===== src/rtl/idct_1d_pkg.sv =====
// idct_1d_pkg: shared constants, FSM encoding and cosine-weight lookup for the 16-point IDCT.
package idct_1d_pkg;
    localparam int N         = 16;
    localparam int SHIFT_DEF = 9;

    typedef enum logic [1:0] {IDLE, CALC, DONE} state_t;

    // idx selects C_idx from the constant bus; idx 0 stands for a zero weight
    typedef struct packed {
        logic       neg;
        logic [5:0] idx;
    } wsel_t;

    function automatic wsel_t weight_sel(input logic [2:0] n, input logic [3:0] k);
        logic [5:0] m, f, r;
        wsel_t      w;
        m     = {2'b00, n, 1'b1} * {2'b00, k};
        f     = (m > 6'd32) ? -m : m;
        r     = 6'd32 - f;
        w.idx = (k == 4'd0) ? 6'd8 : (f < 6'd16) ? f : (f == 6'd16) ? 6'd0 : r;
        w.neg = (k != 4'd0) && (f > 6'd16);
        return w;
    endfunction

    function automatic logic [7:0] sat8(input logic signed [31:0] v);
        return (v > 127) ? 8'h7f : (v < -128) ? 8'h80 : v[7:0];
    endfunction
endpackage


===== src/rtl/idct_mac8.sv =====
// idct_mac8: 8-term signed dot product; each weight is a constant magnitude plus a subtract flag.
module idct_mac8 #(
    parameter int BW  = 11,
    parameter int C_W = 7,
    parameter int AW  = 22
) (
    input  logic [8*BW-1:0]      x_i,
    input  logic [8*C_W-1:0]     c_i,
    input  logic [7:0]           neg_i,
    output logic signed [AW-1:0] acc_o
);
    localparam int PW = BW + C_W;

    logic signed [PW-1:0] prod [8];

    for (genvar i = 0; i < 8; i++) begin : g_prod
        assign prod[i] = PW'($signed(x_i[i*BW +: BW])) * PW'($signed(c_i[i*C_W +: C_W]));
    end

    // negating the product rather than the constant keeps -C representable
    always_comb begin
        acc_o = '0;
        for (int j = 0; j < 8; j++)
            acc_o = neg_i[j] ? acc_o - AW'(prod[j]) : acc_o + AW'(prod[j]);
    end
endmodule


===== src/rtl/idct_1d.sv =====
// idct_1d: 16-point 1-D IDCT producing the mirrored pair x[n], x[15-n] each cycle
// from an even-part and an odd-part MAC sharing the same weight lookup.
module idct_1d
    import idct_1d_pkg::*;
#(
    parameter int BW    = 11,
    parameter int C_W   = 7,
    parameter int SHIFT = SHIFT_DEF
) (
    input  logic             clk,
    input  logic             rst,
    input  logic [N*BW-1:0]  X_k_in,
    input  logic [N*C_W-1:0] c_in,
    input  logic             in_valid,
    output logic             in_ready,
    output logic [8*N-1:0]   x_n_out,
    output logic             out_valid,
    input  logic             out_ready
);
    localparam int AW = BW + C_W + 4;

    state_t               state_q, state_d;
    logic [2:0]           n_q;
    logic [N*BW-1:0]      x_q;
    logic [N*C_W-1:0]     c_q;
    logic [8*N-1:0]       out_q;
    logic [(N+1)*C_W-1:0] cz;
    logic [8*BW-1:0]      xe, xo;
    logic [8*C_W-1:0]     ce, co;
    logic [7:0]           neg_e, neg_o;
    wsel_t                we, wo;
    logic signed [AW-1:0] e_acc, o_acc;
    logic signed [AW:0]   s_sum, s_dif;

    always_ff @(posedge clk) begin
        if (rst) state_q <= IDLE;
        else     state_q <= state_d;
    end

    always_comb begin
        state_d = state_q;
        case (state_q)
            IDLE:    state_d = in_valid ? CALC : IDLE;
            CALC:    state_d = (n_q == 3'd7) ? DONE : CALC;
            DONE:    state_d = out_ready ? IDLE : DONE;
            default: state_d = IDLE;
        endcase
    end

    always_comb begin
        in_ready  = (state_q == IDLE);
        out_valid = (state_q == DONE);
    end

    // slot 0 of cz is a zero constant so index 0 yields a zero weight
    assign cz = {c_q, {C_W{1'b0}}};

    always_comb begin
        xe    = '0;
        xo    = '0;
        ce    = '0;
        co    = '0;
        neg_e = '0;
        neg_o = '0;
        we    = '0;
        wo    = '0;
        for (int i = 0; i < 8; i++) begin
            we                = weight_sel(n_q, 4'(2 * i));
            wo                = weight_sel(n_q, 4'(2 * i + 1));
            xe[i*BW +: BW]    = x_q[2*i*BW +: BW];
            xo[i*BW +: BW]    = x_q[(2*i+1)*BW +: BW];
            ce[i*C_W +: C_W]  = cz[we.idx*C_W +: C_W];
            co[i*C_W +: C_W]  = cz[wo.idx*C_W +: C_W];
            neg_e[i]          = we.neg;
            neg_o[i]          = wo.neg;
        end
    end

    idct_mac8 #(.BW(BW), .C_W(C_W), .AW(AW)) u_even (
        .x_i(xe), .c_i(ce), .neg_i(neg_e), .acc_o(e_acc)
    );

    idct_mac8 #(.BW(BW), .C_W(C_W), .AW(AW)) u_odd (
        .x_i(xo), .c_i(co), .neg_i(neg_o), .acc_o(o_acc)
    );

    assign s_sum = (AW+1)'(e_acc) + (AW+1)'(o_acc);
    assign s_dif = (AW+1)'(e_acc) - (AW+1)'(o_acc);

    always_ff @(posedge clk) begin
        if (rst) begin
            n_q   <= '0;
            out_q <= '0;
        end else if (state_q == IDLE && in_valid) begin
            x_q <= X_k_in;
            c_q <= c_in;
            n_q <= '0;
        end else if (state_q == CALC) begin
            out_q[n_q*8 +: 8]      <= sat8(32'(s_sum >>> SHIFT));
            out_q[(15-n_q)*8 +: 8] <= sat8(32'(s_dif >>> SHIFT));
            n_q                    <= n_q + 3'd1;
        end
    end

    assign x_n_out = out_q;
endmodule


===== config.mk =====
export PLATFORM = sky130hd
export DESIGN_NAME = idct_1d
export DESIGN_NICKNAME = d
export VERILOG_FILES = /design/src/rtl/idct_1d_pkg.sv /design/src/rtl/idct_mac8.sv /design/src/rtl/idct_1d.sv
export SDC_FILE = /design/constraint.sdc
export NUM_CORES = 2
export LEC_CHECK = 0
export ABC_AREA = 1
export BUFFER_PORTS_ARGS = -buffer_cell sky130_fd_sc_hd__buf_4
export CAP_MARGIN = 10
export CORE_MARGIN = 4
export CORE_UTILIZATION = 35
export CTS_CLUSTER_DIAMETER = 200
export DETAILED_ROUTE_END_ITERATION = 6
export GPL_TIMING_DRIVEN = 0
export HOLD_SLACK_MARGIN = 0.03
export MAX_ROUTING_LAYER = met4
export PLACE_DENSITY = 0.55
export SLEW_MARGIN = 20
export SYNTH_ARGS = -nofsm -noshare
export SYNTH_HDL_FRONTEND = slang
export SYNTH_SLANG_ARGS = --single-unit
export TNS_END_PERCENT = 10

===== constraint.sdc =====
create_clock -name clk -period 18.15 [get_ports clk]
set_input_delay 1.815 -clock clk [delete_from_list [all_inputs] [get_ports clk]]
set_output_delay 1.815 -clock clk [all_outputs]
set_load 0.01 [all_outputs]

* Word-level counts from Yosys, hierarchy flattened
Index checks and enable logic that the tools add are counted.
Widths: inputs -> output; s select.
** Storage, ports and cells
- Register bits after elaboration :: 421
- Input port bits :: 292
- Word-level logic and storage cells :: 275
** Cells by class
- $add $sub $neg :: 65
- Multipliers :: 42
- Magnitude comparators :: 49
- Equal/unequal tests :: 18
- Shift operators :: 19
- Muxes and demuxes :: 70
- Bitwise logic cells :: 2
- Reductions and logical operators :: 5
** Operator list (count)
- $shiftx 119x10->7 :: 15
- $mux 22 :: 15
- $mul 11x7->18 :: 16
- $add 22x18->22 :: 13
- $sub 22x18->22 :: 13
- $mux 6 :: 45
- $bwmux 128 :: 2
- $shift 8x34->128 const A :: 2
- $shiftx 8x34->128 :: 2
- $mul 6x3->9 const B :: 15
- $eq 6x5->1 const B :: 15
- $gt 6x5->1 const B :: 15
- $lt 6x5->1 const B :: 15
- $sub 6x6->6 const A :: 15
- $gt 6x6->1 const B :: 13
- $neg 6->6 :: 13
- $neg 32->34 :: 1
- $neg 6->34 :: 1
- $mux 8 :: 4
- $gt 14x8->1 const B :: 2
- $lt 14x8->1 const B :: 2
- $mul 4x4->6 const B :: 4
- $add 22x22->23 :: 1
- $sub 22x22->23 :: 1
- 25 further kinds :: 30

* Longest topological paths before layout
- Depth in word-level cells :: 31
- Gate-level depth with buffers :: 98
- Mapped depth without buffers :: 93

* Hierarchy
Synthesis repeated with hierarchy kept, for this count alone.
** Unflattened totals
- Cells, all modules :: 12130
- Area total of the unflattened synthesis :: 88920.3 um^2
** By module, submodules not included
- idct_mac8 at u_odd :: times used 1, cells an instance 4862, area an instance 33693.6 um^2, sequential area each 0.0 um^2
- idct_mac8 at u_even :: times used 1, cells an instance 4598, area an instance 32698.9 um^2, sequential area each 0.0 um^2
- idct_1d :: times used 1, cells an instance 2670, area an instance 22527.9 um^2, sequential area each 11100.6 um^2

* Worst setup path before layout
No wires, ideal clock.
- Kind :: register to register
- From :: reg n_q[0]
- To :: reg out_q[64] (netlist: x_n_out[64])
- Library setup time :: 0.056 ns
- Arrival :: 14.880 ns
- Path slack :: 3.214 ns
- Stages on the path, launching flop included :: 95
- Buffers on the path :: 6
- Period minus slack after synthesis :: 14.936 ns
- Cell sequence :: dfxtp_1 -> inv_2 -> clkbuf_1 -> clkbuf_1 -> fa_1 -> buf_2 -> buf_1 -> clkbuf_1 -> a21oi_1 -> o21ai_0 -> nand2_1 -> nand2_1 -> nand2_1 -> inv_1 -> nand2_1 -> fa_1 -> fa_1 -> inv_1 -> [59 not listed] -> nand3_1 -> nand2_2 -> inv_2 -> ha_1 -> nor3_1 -> a22oi_2 -> inv_1 -> nand2_1 -> nor2_1 -> nand2_1 -> nand2_2 -> nand2_1 -> nand2_1 -> buf_4 -> nand3_1 -> nand3_1 -> nand2_1 -> inv_1
** Between the ends
- Word-level cells in the longest chain between the ends :: 31
- Elaborated cells on any way between the ends :: 254
** Ends and longest elaborated chain
- from (decl) :: RTL line idct_1d.sv:23 : logic [2:0] n_q;
- from (signal assigned) :: RTL line idct_1d.sv:101 : n_q <= n_q + 3'd1;
- parallel branches: the longest is 30 deep, another holds $add 22x18->22
- $bwmux 128 (*) :: RTL line idct_1d.sv:100 : out_q[(15-n_q)*8 +: 8] <= sat8(32'(s_dif >>> SHIFT));
- to (signal, indexed assignment) :: RTL line idct_1d.sv:99 : out_q[n_q*8 +: 8] <= sat8(32'(s_sum >>> SHIFT));
- to (signal, indexed assignment) :: RTL line idct_1d.sv:100
- to (decl) :: RTL line idct_1d.sv:26 : logic [8*N-1:0] out_q;
Every way passes the cells marked *.
A chain may end at the register's enable or synchronous reset.

* Worst setup path in the final report
- From :: reg n_q[2]
- To :: reg out_q[54] (netlist: x_n_out[54])
The elaborated chain is that of the path after synthesis.

==> results.ini <==
[floorplan]
die_h_um=499
die_x_um=499
core_mm2=0.241
dieArea_mm2=0.249
start_util_pct=35.1
ios=422
rows=180

[synthesis]
post-synth-top-area-fraction_pct=22.9
synth-edff-count=281
synth_common_cells=nand2_1, inv_1, nor2_1
synth-main-ff-cell=edfxtp_1
ys_types=68
syn-num-nets=13535
syn-instance-count=11328
synth.most_common_cell=nand2_1
ys_warn_count=0
synth_top_area_cell=fa_1
async_flop_share_pct=0
ys_seq_area_share_pct=13.1
synth_seq_cells=414
syn_area_mm2=0.0845
synth.avg_cell_area_um2=7.46
synth_area_leaders=fa_1, ha_1, edfxtp_1

[timing]
layout_min_cycle_time_ns=16.99
holdWs_ns=0.548
tightest_slew_ns=1.21
fmax_ghz=0.0589
finalHoldViolCount=0
finalSetupViolations=0
fin_worst_skew_ns=0.0729
setup_tns_ns=0
finalMaxSlewViolations=0
max_slew_margin_pct=18.7
rsz0062_at_grt=no
fin_crit_sh_pct=93.6

[route]
initialDrtViolationCount=5252
first_pass_iters=6
wl_per_cell_um=18.3
routed_wl_um=276000
ant_nets=0
avgViaCountPerCell=4.95
num_vias=74521
drc_errors=0

[clock_network]
cts_tree=yes
clk_pin_slew_ns=0.06
clockRootBuffer=clkbuf_16
numCtsBuffers=57
cts_max_level=2
cts.sinks=414
clock_latency_ns=0.75
postCtsHoldBufs=0
clockBufferDepth=3

[setup_path]
crit_required_ns=18.79
critPathMaxFanout=14
start_kind=flip-flop
worstRegToRegCells=77
critPathArrivalTime_ns=17.62
crit_top_cell=nand2_1
regToRegEndpoint=x_n_out[54]
cpMaxStageDelayCell=fa_1
crit_path_max_incr_delay_ns=0.59
ff2ff_setup_slack_ns=1.16
timing.rr.start=n_q[2]
crit_path_end_kind=flip-flop
worstSetupPathType=reg -> reg

[placed_design]
io_buffer_count=414
place.gp.congestion=0.952
dpl.hpwl_um=238000

[global_routing]
antenna_found_initial=10
grt_max_degree=28
globalRouteOverflowTotal=0
grt_pass1_wl_um=426000
grt_usage_pct=22.4
grt_pass1_vias=73214

[final_layout]
syn_to_final_growth_pct=11.6
drive_gt1_share_pct=6.56
nNetsFinal=14031

[flow_run]
drv_cap=0

[worst_hold_path]
hold-path-cell-count=2
holdCritPathClass=reg -> reg
hold_end=x_n_out[83]
hp-start=x_n_out[83]

[outcome]
outcome=finished clean

[registers in the layout, summed over array words and instances, names as in the netlist]
register,count
c_q,105
x_q,176
state_q,2
x_n_out,128
n_q,3
[placed cells by master, fill, tap and decap left out, types with 261 or more instances in the layout]
| cell | synthesis | layout |
|---|---|---|
| a21oi_1 | 791 | 786 |
| buf_4 | 11 | 437 |
| edfxtp_1 | 281 | 281 |
| fa_1 | 968 | 968 |
| ha_1 | 947 | 945 |
| inv_1 | 2105 | 2103 |
| nand2_1 | 2199 | 2185 |
| nand3_1 | 563 | 560 |
| nor2_1 | 1112 | 1111 |
| o21ai_0 | 565 | 554 |
| xnor2_1 | 262 | 261 |
| xor2_1 | 517 | 513 |
[worst max-delay path: cells and delay by family (launching register included)]
family,cells,cell delay (ns)
compound gates,12,2.60
fa+ha+maj,13,5.45
simple gates,27,3.82
buf+inv,16,2.64
xor+xnor,9,1.82
flops,1,0.52
[routing by layer]
layer  GRT usage [%]  wire [um]
met5               -          0
met4            7.45      11100
met3            2.40      13500
met2            36.5     127000
met1            29.3     124000
[cell families after synthesis]
group,synth area share [%]
xor gates and xnor gates,8.20
adders and majority gates,36.9
AOI/OAI and AO/OA,10.9
and+or+nand+nor,20.3
buffers and inverters,10.5
DFF,13.1
[per-stage QoR]
step                instances  setup slack [ns]  utilization [%]  instance area (um^2)
global placement        14927             -5.60             38.1                 91600
finish                  15061              1.16             39.2                 94300
floorplan               11328              3.21                -                 84500
global route            15059           0.00537             39.2                 94300
CTS                     15044             0.123             39.1                 94000
detailed placement      14942             -1.26             38.2                 92000
[worst max path at each step]
| stage | slack [ns] | to | from | cells after the start |
|---|---|---|---|---|
| floorplan | 3.21 | x_n_out[64] | n_q[0] | 94 |
| global placement | -5.60 | x_q[120] | rst | 4 |
| detailed placement | -1.26 | x_n_out[54] | n_q[0] | 80 |
| CTS | 0.12 | x_n_out[53] | n_q[1] | 88 |
| global route | 0.005 | x_n_out[32] | n_q[2] | 96 |
| finish | 1.16 | x_n_out[54] | n_q[2] | 77 |
[repair_timing]
item,CTS,global route
setup buffers,0,10
endpoints found under the setup margin,128,128
resized for setup,18,84
pin swaps,0,3
cloned,0,0
[area by class of cell]
| class | instances | area (um^2) |
|---|---|---|
| Multi-Input combinational cell | 8563 | 64700 |
| Buffer | 185 | 802 |
| Timing Repair Buffer | 439 | 3480 |
| Antenna cell | 8 | 20.0 |
| Clock inverter | 31 | 435 |
| Clock buffer | 72 | 1580 |
| Sequential cell | 414 | 11100 |
| Inverter | 2164 | 8150 |
| Tap cell | 3185 | 3990 |
| Fill cell | 25595 | 146000 |
Power is left out: the tool's default activity adds up to more than one toggle a clock period on the data nets, which glitch-free logic cannot reach.
